--- src/rtl/time_of_day_core.sv ---
// time_of_day_core
//   Time-of-day clock. A prescaler divides clk down to a one-second tick that
//   advances six BCD digits held in 24-hour form. Hours are shown either as
//   24-hour or 12-hour (with pm) without touching the stored time. A load
//   request sets the time after range checking; a bad request is dropped and
//   flagged.
//
// Parameters
//   DIV    clk cycles per one-second tick (>= 1)
//   DIV_W  prescaler width, 2**DIV_W >= DIV
//
// Ports
//   clk, rst_n         clock, asynchronous active-low reset
//   en                 count enable (freezes prescaler and time when low)
//   mode_12h           1 = 12-hour display with pm flag, 0 = 24-hour
//   load, load_*       single-cycle time set request, BCD 24-hour data
//   sec_*, min_*       registered BCD seconds / minutes digits
//   hr_10, hr_1        displayed BCD hour digits (mode dependent)
//   pm                 registered, high when stored hour >= 12
//   day_pulse          one-cycle pulse after 23:59:59 -> 00:00:00
//   load_err           one-cycle pulse after a rejected load
module time_of_day_core #(
  parameter int DIV   = 50000000,
  parameter int DIV_W = 26
) (
  input  logic       clk,
  input  logic       rst_n,
  input  logic       en,
  input  logic       mode_12h,
  input  logic       load,
  input  logic [1:0] load_hr10,
  input  logic [3:0] load_hr1,
  input  logic [2:0] load_min10,
  input  logic [3:0] load_min1,
  input  logic [2:0] load_sec10,
  input  logic [3:0] load_sec1,
  output logic [3:0] sec_1,
  output logic [2:0] sec_10,
  output logic [3:0] min_1,
  output logic [2:0] min_10,
  output logic [3:0] hr_1,
  output logic [1:0] hr_10,
  output logic       pm,
  output logic       day_pulse,
  output logic       load_err
);

  localparam logic [DIV_W-1:0] PRESC_LAST = DIV_W'(DIV - 1);

  // Range check of a 24-hour BCD time.
  function automatic logic time_is_valid(
    input logic [1:0] h10, input logic [3:0] h1,
    input logic [2:0] m10, input logic [3:0] m1,
    input logic [2:0] s10, input logic [3:0] s1
  );
    return (h10 <= 2'd2) && (h1 <= 4'd9) && !((h10 == 2'd2) && (h1 > 4'd3)) &&
           (m10 <= 3'd5) && (m1 <= 4'd9) && (s10 <= 3'd5) && (s1 <= 4'd9);
  endfunction

  // Afternoon test on a 24-hour BCD hour.
  function automatic logic hour_is_pm(input logic [1:0] h10, input logic [3:0] h1);
    return (h10 == 2'd2) || ((h10 == 2'd1) && (h1 >= 4'd2));
  endfunction

  logic [DIV_W-1:0] presc_r, presc_n;
  logic [3:0] sec_1_r, sec_1_n;
  logic [2:0] sec_10_r, sec_10_n;
  logic [3:0] min_1_r, min_1_n;
  logic [2:0] min_10_r, min_10_n;
  logic [3:0] hr_1_r, hr_1_n;
  logic [1:0] hr_10_r, hr_10_n;
  logic       pm_r, day_pulse_r, load_err_r;
  logic       load_ok_s, load_bad_s, tick_s, at_day_end_s, rollover_s;

  assign load_ok_s  = load & time_is_valid(load_hr10, load_hr1, load_min10,
                                           load_min1, load_sec10, load_sec1);
  assign load_bad_s = load & ~load_ok_s;
  // A valid load owns the cycle: the tick that would have fired is dropped.
  assign tick_s     = en & (presc_r == PRESC_LAST) & ~load_ok_s;
  assign at_day_end_s = (hr_10_r == 2'd2) && (hr_1_r == 4'd3) &&
                        (min_10_r == 3'd5) && (min_1_r == 4'd9) &&
                        (sec_10_r == 3'd5) && (sec_1_r == 4'd9);
  assign rollover_s = tick_s & at_day_end_s;

  // Next prescaler and time: load, else tick with BCD carry chain, else hold.
  always_comb begin
    presc_n  = presc_r;
    sec_1_n  = sec_1_r;
    sec_10_n = sec_10_r;
    min_1_n  = min_1_r;
    min_10_n = min_10_r;
    hr_1_n   = hr_1_r;
    hr_10_n  = hr_10_r;
    if (load_ok_s) begin
      presc_n  = '0;
      sec_1_n  = load_sec1;
      sec_10_n = load_sec10;
      min_1_n  = load_min1;
      min_10_n = load_min10;
      hr_1_n   = load_hr1;
      hr_10_n  = load_hr10;
    end else if (tick_s) begin
      presc_n = '0;
      if (sec_1_r != 4'd9) begin
        sec_1_n = sec_1_r + 4'd1;
      end else begin
        sec_1_n = 4'd0;
        if (sec_10_r != 3'd5) begin
          sec_10_n = sec_10_r + 3'd1;
        end else begin
          sec_10_n = 3'd0;
          if (min_1_r != 4'd9) begin
            min_1_n = min_1_r + 4'd1;
          end else begin
            min_1_n = 4'd0;
            if (min_10_r != 3'd5) begin
              min_10_n = min_10_r + 3'd1;
            end else begin
              min_10_n = 3'd0;
              if ((hr_10_r == 2'd2) && (hr_1_r == 4'd3)) begin
                hr_10_n = 2'd0;
                hr_1_n  = 4'd0;
              end else if (hr_1_r == 4'd9) begin
                hr_1_n  = 4'd0;
                hr_10_n = hr_10_r + 2'd1;
              end else begin
                hr_1_n = hr_1_r + 4'd1;
              end
            end
          end
        end
      end
    end else if (en) begin
      presc_n = presc_r + DIV_W'(1);
    end else begin
      presc_n = presc_r;
    end
  end

  // State registers; pm is registered from the next hour so it needs no decode.
  always_ff @(posedge clk or negedge rst_n) begin
    if (!rst_n) begin
      presc_r     <= '0;
      sec_1_r     <= 4'd0;
      sec_10_r    <= 3'd0;
      min_1_r     <= 4'd0;
      min_10_r    <= 3'd0;
      hr_1_r      <= 4'd0;
      hr_10_r     <= 2'd0;
      pm_r        <= 1'b0;
      day_pulse_r <= 1'b0;
      load_err_r  <= 1'b0;
    end else begin
      presc_r     <= presc_n;
      sec_1_r     <= sec_1_n;
      sec_10_r    <= sec_10_n;
      min_1_r     <= min_1_n;
      min_10_r    <= min_10_n;
      hr_1_r      <= hr_1_n;
      hr_10_r     <= hr_10_n;
      pm_r        <= hour_is_pm(hr_10_n, hr_1_n);
      day_pulse_r <= rollover_s;
      load_err_r  <= load_bad_s;
    end
  end

  // Hour display mapping; 12-hour mode folds 00 -> 12 and 13..23 -> 01..11.
  always_comb begin
    hr_10 = hr_10_r;
    hr_1  = hr_1_r;
    if (mode_12h) begin
      if ((hr_10_r == 2'd0) && (hr_1_r == 4'd0)) begin
        hr_10 = 2'd1;
        hr_1  = 4'd2;
      end else if ((hr_10_r == 2'd1) && (hr_1_r >= 4'd3)) begin
        hr_10 = 2'd0;
        hr_1  = hr_1_r - 4'd2;
      end else if ((hr_10_r == 2'd2) && (hr_1_r <= 4'd1)) begin
        hr_10 = 2'd0;
        hr_1  = hr_1_r + 4'd8;
      end else if (hr_10_r == 2'd2) begin
        hr_10 = 2'd1;
        hr_1  = hr_1_r - 4'd2;
      end else begin
        hr_10 = hr_10_r;
        hr_1  = hr_1_r;
      end
    end else begin
      hr_10 = hr_10_r;
      hr_1  = hr_1_r;
    end
  end

  assign sec_1     = sec_1_r;
  assign sec_10    = sec_10_r;
  assign min_1     = min_1_r;
  assign min_10    = min_10_r;
  assign pm        = pm_r;
  assign day_pulse = day_pulse_r;
  assign load_err  = load_err_r;

endmodule

--- config.mk ---
export PLATFORM = sky130hd
export DESIGN_NAME = time_of_day_core
export DESIGN_NICKNAME = d
export VERILOG_FILES = /design/src/rtl/time_of_day_core.sv
export SDC_FILE = /design/constraint.sdc
export NUM_CORES = 1
export LEC_CHECK = 0
export BUFFER_PORTS_ARGS = -buffer_cell sky130_fd_sc_hd__buf_2
export CAP_MARGIN = 20
export CORE_MARGIN = 5
export CORE_UTILIZATION = 30
export CTS_CLUSTER_SIZE = 12
export DETAILED_ROUTE_END_ITERATION = 12
export SLEW_MARGIN = 20
export SYNTH_ARGS = -nofsm -noshare
export SYNTH_HDL_FRONTEND = slang
export SYNTH_SLANG_ARGS = --single-unit
--- constraint.sdc ---
create_clock -name clk -period 3.25 [get_ports clk]
set_input_delay 0.1625 -clock clk [delete_from_list [all_inputs] [get_ports clk]]
set_output_delay 0.1625 -clock clk [all_outputs]
set_load 0.01 [all_outputs]
# Yosys cells after proc, flatten, opt, wreduce, memory -nomap -nowiden
# Cells that the tools add are included.
totals:
  register_bits: 49
  out_inout_bits: 23
  word_cells: 126
classes:
  n_reduce_logical: 25
  magnitude_cmp: 10
  n_addsub: 9
  muxes: 47
  n_bitwise: 6
  eq_ne: 19
op_table:
  columns: ["operator", "count"]
  rows:
  - ["$mux W4", 21]
  - ["$mux W26", 3]
  - ["$mux W3", 10]
  - ["$add A26 B1 Y26 const B", 1]
  - ["$eq A26 B26 Y1 const B", 1]
  - ["$mux W2", 13]
  - ["$logic_and A1 B1 Y1", 16]
  - ["$add A4 B1 Y4 const B", 3]
  - ["$eq A4 B4 Y1 const B", 3]
  - ["$le A4 B4 Y1 const B", 3]
  - ["$ge A4 B2 Y1 const B", 2]
  - ["$ne A4 B4 Y1 const B", 2]
  - ["$add A3 B1 Y3 const B", 2]
  - ["$eq A2 B2 Y1 const B", 3]
  - ["$eq A3 B3 Y1 const B", 2]
  - ["$le A3 B3 Y1 const B", 2]
  - ["$ne A2 B2 Y1 const B", 3]
  - ["$ne A3 B3 Y1 const B", 2]
  - ["$and A1 B1 Y1", 5]
  - ["$add A4 B4 Y4 const B", 1]
  - ["$eq A2 B1 Y1 const B", 2]
  - ["$eq A4 B2 Y1 const B", 1]
  - ["$gt A4 B2 Y1 const B", 1]
  - ["$le A4 B1 Y1 const B", 1]
  - ["other kinds (13)", 13]

# Longest topological paths before layout
# Gate-level depths: netlist of the first run.
logic_depth:
  word_depth: 16
  mapped_depth: 8
  mapped_depth_nobuf: 8

# Least setup slack after synthesis of the first run
# No wires, ideal clock.
synth_timing:
  path_kind: "reg2reg"
  from: "reg sec_10_r[1] (netlist: sec_10[1])"
  to: "reg pm_r (netlist: pm)"
  arrival_ns: 1.947
  required_time_ns: 3.109
  stages_incl_launch_ff: 8
  setup_ns: 0.141
  n_path_buf: 1
  setup_slack_ns: 1.162
  period_less_slack_ns: 2.088
  path_cell_list: "dfrtp_1 -> and4b_1 -> clkbuf_1 -> nand2_1 -> or3_1 -> o22a_1 -> a211oi_1 -> a221oi_2"
synth_between:
  elab_chain_len: 8
  word_cells_on_any_way: 14
synth_lines:
  columns: ["element", "line", "source"]
  rows:
  - ["from (decl)", "67", "logic [2:0] sec_10_r, sec_10_n;"]
  - ["from (signal assigned)", "156", "sec_10_r <= sec_10_n;"]
  - ["$ne A3 B3 Y1 (*)", "108", "if (sec_10_r != 3'd5) begin"]
  - ["$mux W4 or $mux W2 (tied branches)", "108", null]
  - ["$mux W4 or $mux W2 (tied branches)", "104", "if (sec_1_r != 4'd9) begin"]
  - ["$mux W4 or $mux W2 (tied branches)", "102", "end else if (tick_s) begin"]
  - ["$mux W4 or $mux W2 (tied branches)", "94", "if (load_ok_s) begin"]
  - ["$ge A4 B2 Y1 or $eq A2 B1 Y1 (tied branches)", "62", "return (h10 == 2'd2) || ((h10 == 2'd1) && (h1 >= 4'd2));"]
  - ["$logic_and A1 B1 Y1", "62", null]
  - ["$logic_or A1 B1 Y1 (*)", "62", null]
  - ["to (signal assigned)", "161", "pm_r <= hour_is_pm(hr_10_n, hr_1_n);"]
  - ["to (decl)", "72", "logic pm_r, day_pulse_r, load_err_r;"]
# Every way passes the cells marked *; elsewhere a longest branch is shown, timed or not.
# A chain may end at the register's enable or synchronous reset.

# Worst setup path after layout of the first run
layout_timing:
  from: "reg presc_r[0]"
  to: "reg pm_r (netlist: pm)"
layout_between:
  elab_chain_len: 8
  word_cells_on_any_way: 12
layout_lines:
  columns: ["element", "line", "source"]
  rows:
  - ["from (decl)", "65", "logic [DIV_W-1:0] presc_r, presc_n;"]
  - ["from (signal assigned)", "154", "presc_r <= presc_n;"]
  - ["$eq A26 B26 Y1 (*)", "79", "assign tick_s = en & (presc_r == PRESC_LAST) & ~load_ok_s;"]
  - ["$and A1 B1 Y1 (*) (2 in series)", "79", null]
  - ["$mux W4 or $mux W2 (tied branches)", "102", null]
  - ["$mux W4 or $mux W2 (tied branches)", "94", null]
  - ["$ge A4 B2 Y1 or $eq A2 B1 Y1 (tied branches)", "62", null]
  - ["$logic_and A1 B1 Y1", "62", null]
  - ["$logic_or A1 B1 Y1 (*)", "62", null]
# Marked as above.

==> flow_summary.toml, run 1 <==
[timing]
fin_crit_sh_pct = 75.4
slew_headroom_pct = 51.5
tightest_slew_ns = 0.720
setup_viol = 0
hold_viol = 0
skew_ns = 0.00918
tns_ns = 0
max_freq_ghz = 0.408
rsz0062_at_grt = "no"
maxSlewViolCount = 0
fin_crit_ns = 2.45

[layout]
area_delta_synth_final_pct = 15.1
final_cells = 547
diodes = 0
final_nets = 443
drive_gt1_share_pct = 16.5
utilization_pct = 35.4
fin_area_sq_um = 3630

[worst_setup_path]
slowest_delay_ns = 0.43
cp-start-kind = "register"
required_ns = 3.46
critPathTopFamily = "simple AND/OR/NAND/NOR gates"
critPathBufInv = 0
cp_max_fo = 7
cp-end-kind = "register"
arrival_ns = 2.66
crit_type = "register to register"
crit_path_top_delay_cell = "dfrtp_1"
crit_chain = "ha_1 -> and2_1 -> nand4_1 -> or2_0 -> o311ai_1 -> a21oi_1 -> a221oi_2"

[synth]
synth_cell_types = 61
synth_edf_count = 0
synthTopCellsByArea = "dfrtp_1, nand2_1, o21ai_0, nor2_1, xnor2_1"
synth_ff_type = "dfrtp_1"
synthCells = 367
synth_top_cell_by_area = "dfrtp_1"
synth.top_cell.area_share_pct = 38.8
avgSynthCellArea_sq_um = 8.60
yosysSeqAreaShare_pct = 38.8
synthesis.nets = 399
ys_warn_count = 0
synthesis.area_sq_um = 3160
synth-seq-cells = 49
synthArstFlopShare_pct = 100

[floorplan]
core-area_sq_um = 10300
die-area_sq_um = 12700
die_x_um = 113
row_count = 37
start_util_pct = 30.7
io_pins = 48
die-height_um = 113

[power]
pwr-share-seq_pct = 48.7
power.switching_w = 0.000722
netSwitchingFraction_pct = 37.7
peakVddDrop_mv = 0.162
pwr-share-clk_pct = 19.1
fin_total_pwr_w = 0.00191
internal_power_w = 0.00119
p_leak_nw = 1.49
p_comb_share_pct = 32.2
power_density_nw_per_um2 = 527

[detailed_routing]
ant_nets = 0
wirelength_um = 7990
wl_per_cell_um = 14.6
drt_pre_antenna_iters = 4
drc = 0
avgViaCountPerCell = 5.23
num_vias = 2863
drtIter0Drc = 239

[global_routing]
antenna_found_initial = 0
grt_overflow = 0
grt_pass1_vias = 2868
grt_max_degree = 29
grt.total_usage_pct = 13.1
grt_pass1_wl_um = 13900

[run_status]
status = "complete, no violations"

[clocking]
clock_path_buffers = 2
cts-root-buf = "clkbuf_8"
clk_pin_slew_ns = 0.09
post_cts_buffers = 0
clock_latency_ns = 0.30
cts.sinks = 49
numCtsBuffers = 5
cts_tree = "yes"
cts-htree-levels = 2

[job]
drv_cap = 0

[placement]
place_area_sq_um = 3540
place.gp.congestion = 0.844
placedCellCount = 539
portBuffers = 47
place_hpwl_um = 6130

[hold_path]
hold_path_class = "primary input to register"
## power groups by stage
stage	Combinational [W]	Clock [W]	Sequential (W)
5_1_grt	0.000703	0.000404	0.000963
3_5_place_dp	0.000621	0	0.000942
2_1_floorplan	0.000422	0	0.000903
3_3_place_gp	0.000608	0	0.000937
4_1_cts	0.000624	0.000384	0.000932
6_report	0.000617	0.000365	0.000932
## cells in the final DEF (no fill, tap or decap), drive strengths merged, types with 2 or more instances in the layout
cell type | Yosys | routed
or4 | 4 | 4
o211ai | 2 | 2
a211oi | 2 | 2
or2 | 2 | 2
nor2 | 33 | 33
xor2 | 7 | 7
a221oi | 2 | 2
and4bb | 4 | 4
o21ai | 33 | 33
and3 | 4 | 4
a21oi | 17 | 17
a22o | 3 | 3
a31oi | 5 | 5
ha | 7 | 7
clkbuf | 13 | 7
o2111ai | 3 | 3
and2 | 6 | 6
nand2 | 42 | 42
nand4 | 17 | 17
buf | 2 | 51
nor4 | 7 | 7
nand3 | 14 | 14
nand4b | 2 | 2
nor3 | 11 | 11
or3 | 12 | 12
mux2i | 6 | 6
o31a | 2 | 2
and4 | 3 | 3
xnor2 | 11 | 11
inv | 15 | 15
dfrtp | 49 | 49
o41ai | 3 | 3
a21o | 3 | 3
and4b | 2 | 2
## tightest hold or removal path, delay by kind of cell
| kind | cells | cell delay, ns |
|---|---|---|
| buffers and inverters | 1 | 0.08 |
| AO/OA/AOI/OAI | 1 | 0.06 |
| AND/OR/NAND/NOR | 1 | 0.03 |
## cell families after synthesis
kind of cell,share of synthesized area (%)
mux,1.90
fa+ha+maj,2.77
flops,38.8
simple gates,30.2
buf+inv,3.64
xor+xnor,4.99
compound gates,17.7
## sequential cells by signal (all words and copies together) (netlist names)
signal,flops
hr_1_r,4
hr_10_r,2
min_10,3
presc_r,26
day_pulse,1
sec_10,3
load_err,1
pm,1
sec_1,4
min_1,4
## final timing paths
kind                        startpoint     endpoint  slack (ns)  cells after the start
min reg2reg                presc_r[24]  presc_r[24]        0.52                      1
max in group asynchronous        rst_n    min_10[0]        2.12                      3
max                         presc_r[0]           pm        0.80                      7
min                        load_hr1[0]    hr_1_r[0]        0.06                      3
max reg2reg                 presc_r[0]           pm        0.80                      7
min in group asynchronous        rst_n  presc_r[16]        0.38                      2
## per-layer routing
metal	part of all wire (%)	routed length [um]	track usage [%]
met5	0	0	0
met4	0.36	29	2.88
met3	3.9	308	2.75
met2	50	3980	22.2
met1	46	3670	17.1
## synthesized netlist by cell type, drive strengths merged (2+ instances only)
master and n:
a211oi 2, a21o 3, a21oi 17, a221oi 2, a22o 3, a31oi 5, and2 6, and3 4
and4 3, and4b 2, and4bb 4, buf 2, clkbuf 13, dfrtp 49, ha 7, inv 15
mux2i 6, nand2 42, nand3 14, nand4 17, nand4b 2, nor2 33, nor3 11, nor4 7
o2111ai 3, o211ai 2, o21ai 33, o31a 2, o41ai 3, or2 2, or3 12, or4 4
xnor2 11, xor2 7
## metrics by stage
step,hold slack [ns],setup WS [ns]
global placement,0.176,0.856
global route,0.0660,0.513
finish,0.0631,0.799
detailed placement,0.177,0.796
CTS,0.0519,0.824
floorplan,-0.133,1.16
## repair_timing
item	in CTS	in global routing
endpoints found under the hold margin	21	0
hold buffers	1	0
gates resized for setup	0	0
## layout make-up
cell class                 instances  area (sq um)
fill                            1078          6640
multi-input combinational        288          1820
sequential                        49          1230
timing repair buffer              52           275
tap                              136           170
clock buffer                       7          86.3
inverter                          15          56.3
No activity file was read; power rests on OpenSTA's default activity.
==> run 2, diff against run 1 <==
clock period = 2.2 ns   (was 3.25 ns; I/O delays follow)
==> run 2 against run 1 <==
Against the previous run: the run now ends with negative setup slack left; first-iteration DRC count is 13% lower; die area did not move; sequential share of layout area decreased by 4.1 points; global-route usage increased by 0.90 points; critical path depth down 1; critical endpoint unchanged; largest power group unchanged; highest routed layer unchanged.
==> flow_summary.toml, run 2 (synthesis results as in run 1) <==
[floorplan]
die_x_um = 113
row_count = 37
die-height_um = 113
die-area_sq_um = 12700
start_util_pct = 30.7
core-area_sq_um = 10300
io_pins = 48

[power]
p_leak_nw = 1.80
pwr-share-seq_pct = 39.0
netSwitchingFraction_pct = 35.2
p_comb_share_pct = 37.7
internal_power_w = 0.00213
pwr-share-clk_pct = 23.3
peakVddDrop_mv = 0.306
power.switching_w = 0.00116
power_density_nw_per_um2 = 792

[worst_setup_path]
cp-end-kind = "register"
arrival_ns = 2.43
r2r-start = "presc_r[4]"
cp_max_fo = 5
crit_start = "presc_r[4]"
required_ns = 2.41
cp-start-kind = "register"
crit_type = "register to register"

[placement]
place_hpwl_um = 6840
placedCellCount = 581
portBuffers = 47
place.gp.congestion = 0.864
pre_cts_ws_ns = -0.104

[detailed_routing]
drtIter0Drc = 209
ant_nets = 0
wl_per_cell_um = 14.9
wirelength_um = 8860
drt_pre_antenna_iters = 4
num_vias = 3071
avgViaCountPerCell = 5.15
drc = 0

[global_routing]
antenna_found_initial = 0
grt.total_usage_pct = 14.0
grt_max_degree = 25
grt_overflow = 0
grt_pass1_vias = 3008
grt_pass1_wl_um = 14900

[clocking]
clk_pin_slew_ns = 0.10
cts-root-buf = "clkbuf_8"
numCtsBuffers = 5
clock_latency_ns = 0.31
cts.sinks = 49
cts-htree-levels = 2
cts_tree = "yes"
clock_path_buffers = 2

[layout]
final_common_cell = "buf_4"
final_nets = 491
area_delta_synth_final_pct = 31.3
max_flop_register = "presc_r"
final_cells = 596
largest_register_ffs = 26
mostFrequentLayoutCells = "buf_4, dfrtp_1, buf_2"
diodes = 0
utilization_pct = 40.4
drive_gt1_share_pct = 29.1

[timing]
maxSlewViolCount = 0
fin_crit_ns = 2.22
tightest_slew_ns = 0.631
hold_viol = 0
setup_viol = 1
skew_ns = 0.0134
slew_headroom_pct = 57.7
setup_ws_ns = -0.0245
max_freq_ghz = 0.450
rsz0062_at_grt = "yes"
fin_crit_sh_pct = 101

[hold_path]
hold_path_class = "primary input to register"
worstHoldStart = "load_sec10[0]"

[run_status]
status = "finished with violations"
violations = "negative setup slack"

[job]
drv_cap = 0
-- run 2: power by group through the flow --
stage | Combinational (W) | Sequential [W] | Clock, W
after CTS | 0.00119 | 0.00128 | 0.000782
after global routing | 0.00138 | 0.00132 | 0.000817
after global placement | 0.00116 | 0.00129 | 0
after detailed placement | 0.00119 | 0.00130 | 0
final | 0.00124 | 0.00128 | 0.000764
after floorplan | 0.000623 | 0.00133 | 0
-- run 2: per-stage QoR --
stage | hold slack (ns) | setup TNS [ns] | total power (W) | area [sq um]
2_1_floorplan | -0.186 | 0 | 0.00196 | 3160
3_5_place_dp | 0.115 | -0.232 | 0.00248 | 3850
6_report | 0.0129 | -0.0245 | 0.00329 | 4150
3_3_place_gp | 0.107 | 0 | 0.00245 | 3850
4_1_cts | 0.0142 | 0 | 0.00326 | 4030
5_1_grt | 0.0228 | -0.0962 | 0.00351 | 4150
-- run 2: final cells by class --
cell class / count / area, sq um
tap: 136 / 170
timing repair buffer: 100 / 641
clock buffer: 5 / 68.8
inverter: 15 / 56.3
multi-input combinational: 288 / 1920
clock inverter: 3 / 65.1
fill: 1047 / 6130
sequential: 49 / 1230
-- run 2: worst max-delay path, stage by stage, from the launching register on --
cell      delay, ns
dfrtp_1        0.40
and4_2         0.33
nand4_1        0.25
or4_4          0.60
a31oi_4        0.21
a21oi_1        0.08
a221oi_2       0.26
-- run 2: routing by layer --
metal	wire [um]	GRT usage, %
met3	241	2.32
met4	40	1.68
met2	4520	24.4
met1	4060	18.7
met5	0	0
-- run 2: timing repair --
item                                    CTS  global route
hold buffers                              3             0
gates cloned                              0             0
setup buffers                             1             3
pin swaps                                 3             7
endpoints found under the hold margin    22             0
gates resized for setup                   3            18
endpoints found under the setup margin    5             5
-- run 2: final timing paths --
kind	endpoint	slack (ns)	depth (start not counted)
min in group asynchronous	presc_r[11]	0.31	2
worst min-delay path	sec_10[0]	0.01	3
worst max register to register	pm	-0.02	6
worst min register to register	presc_r[24]	0.53	1
worst max-delay path	pm	-0.02	6
max in group asynchronous	presc_r[16]	1.28	3
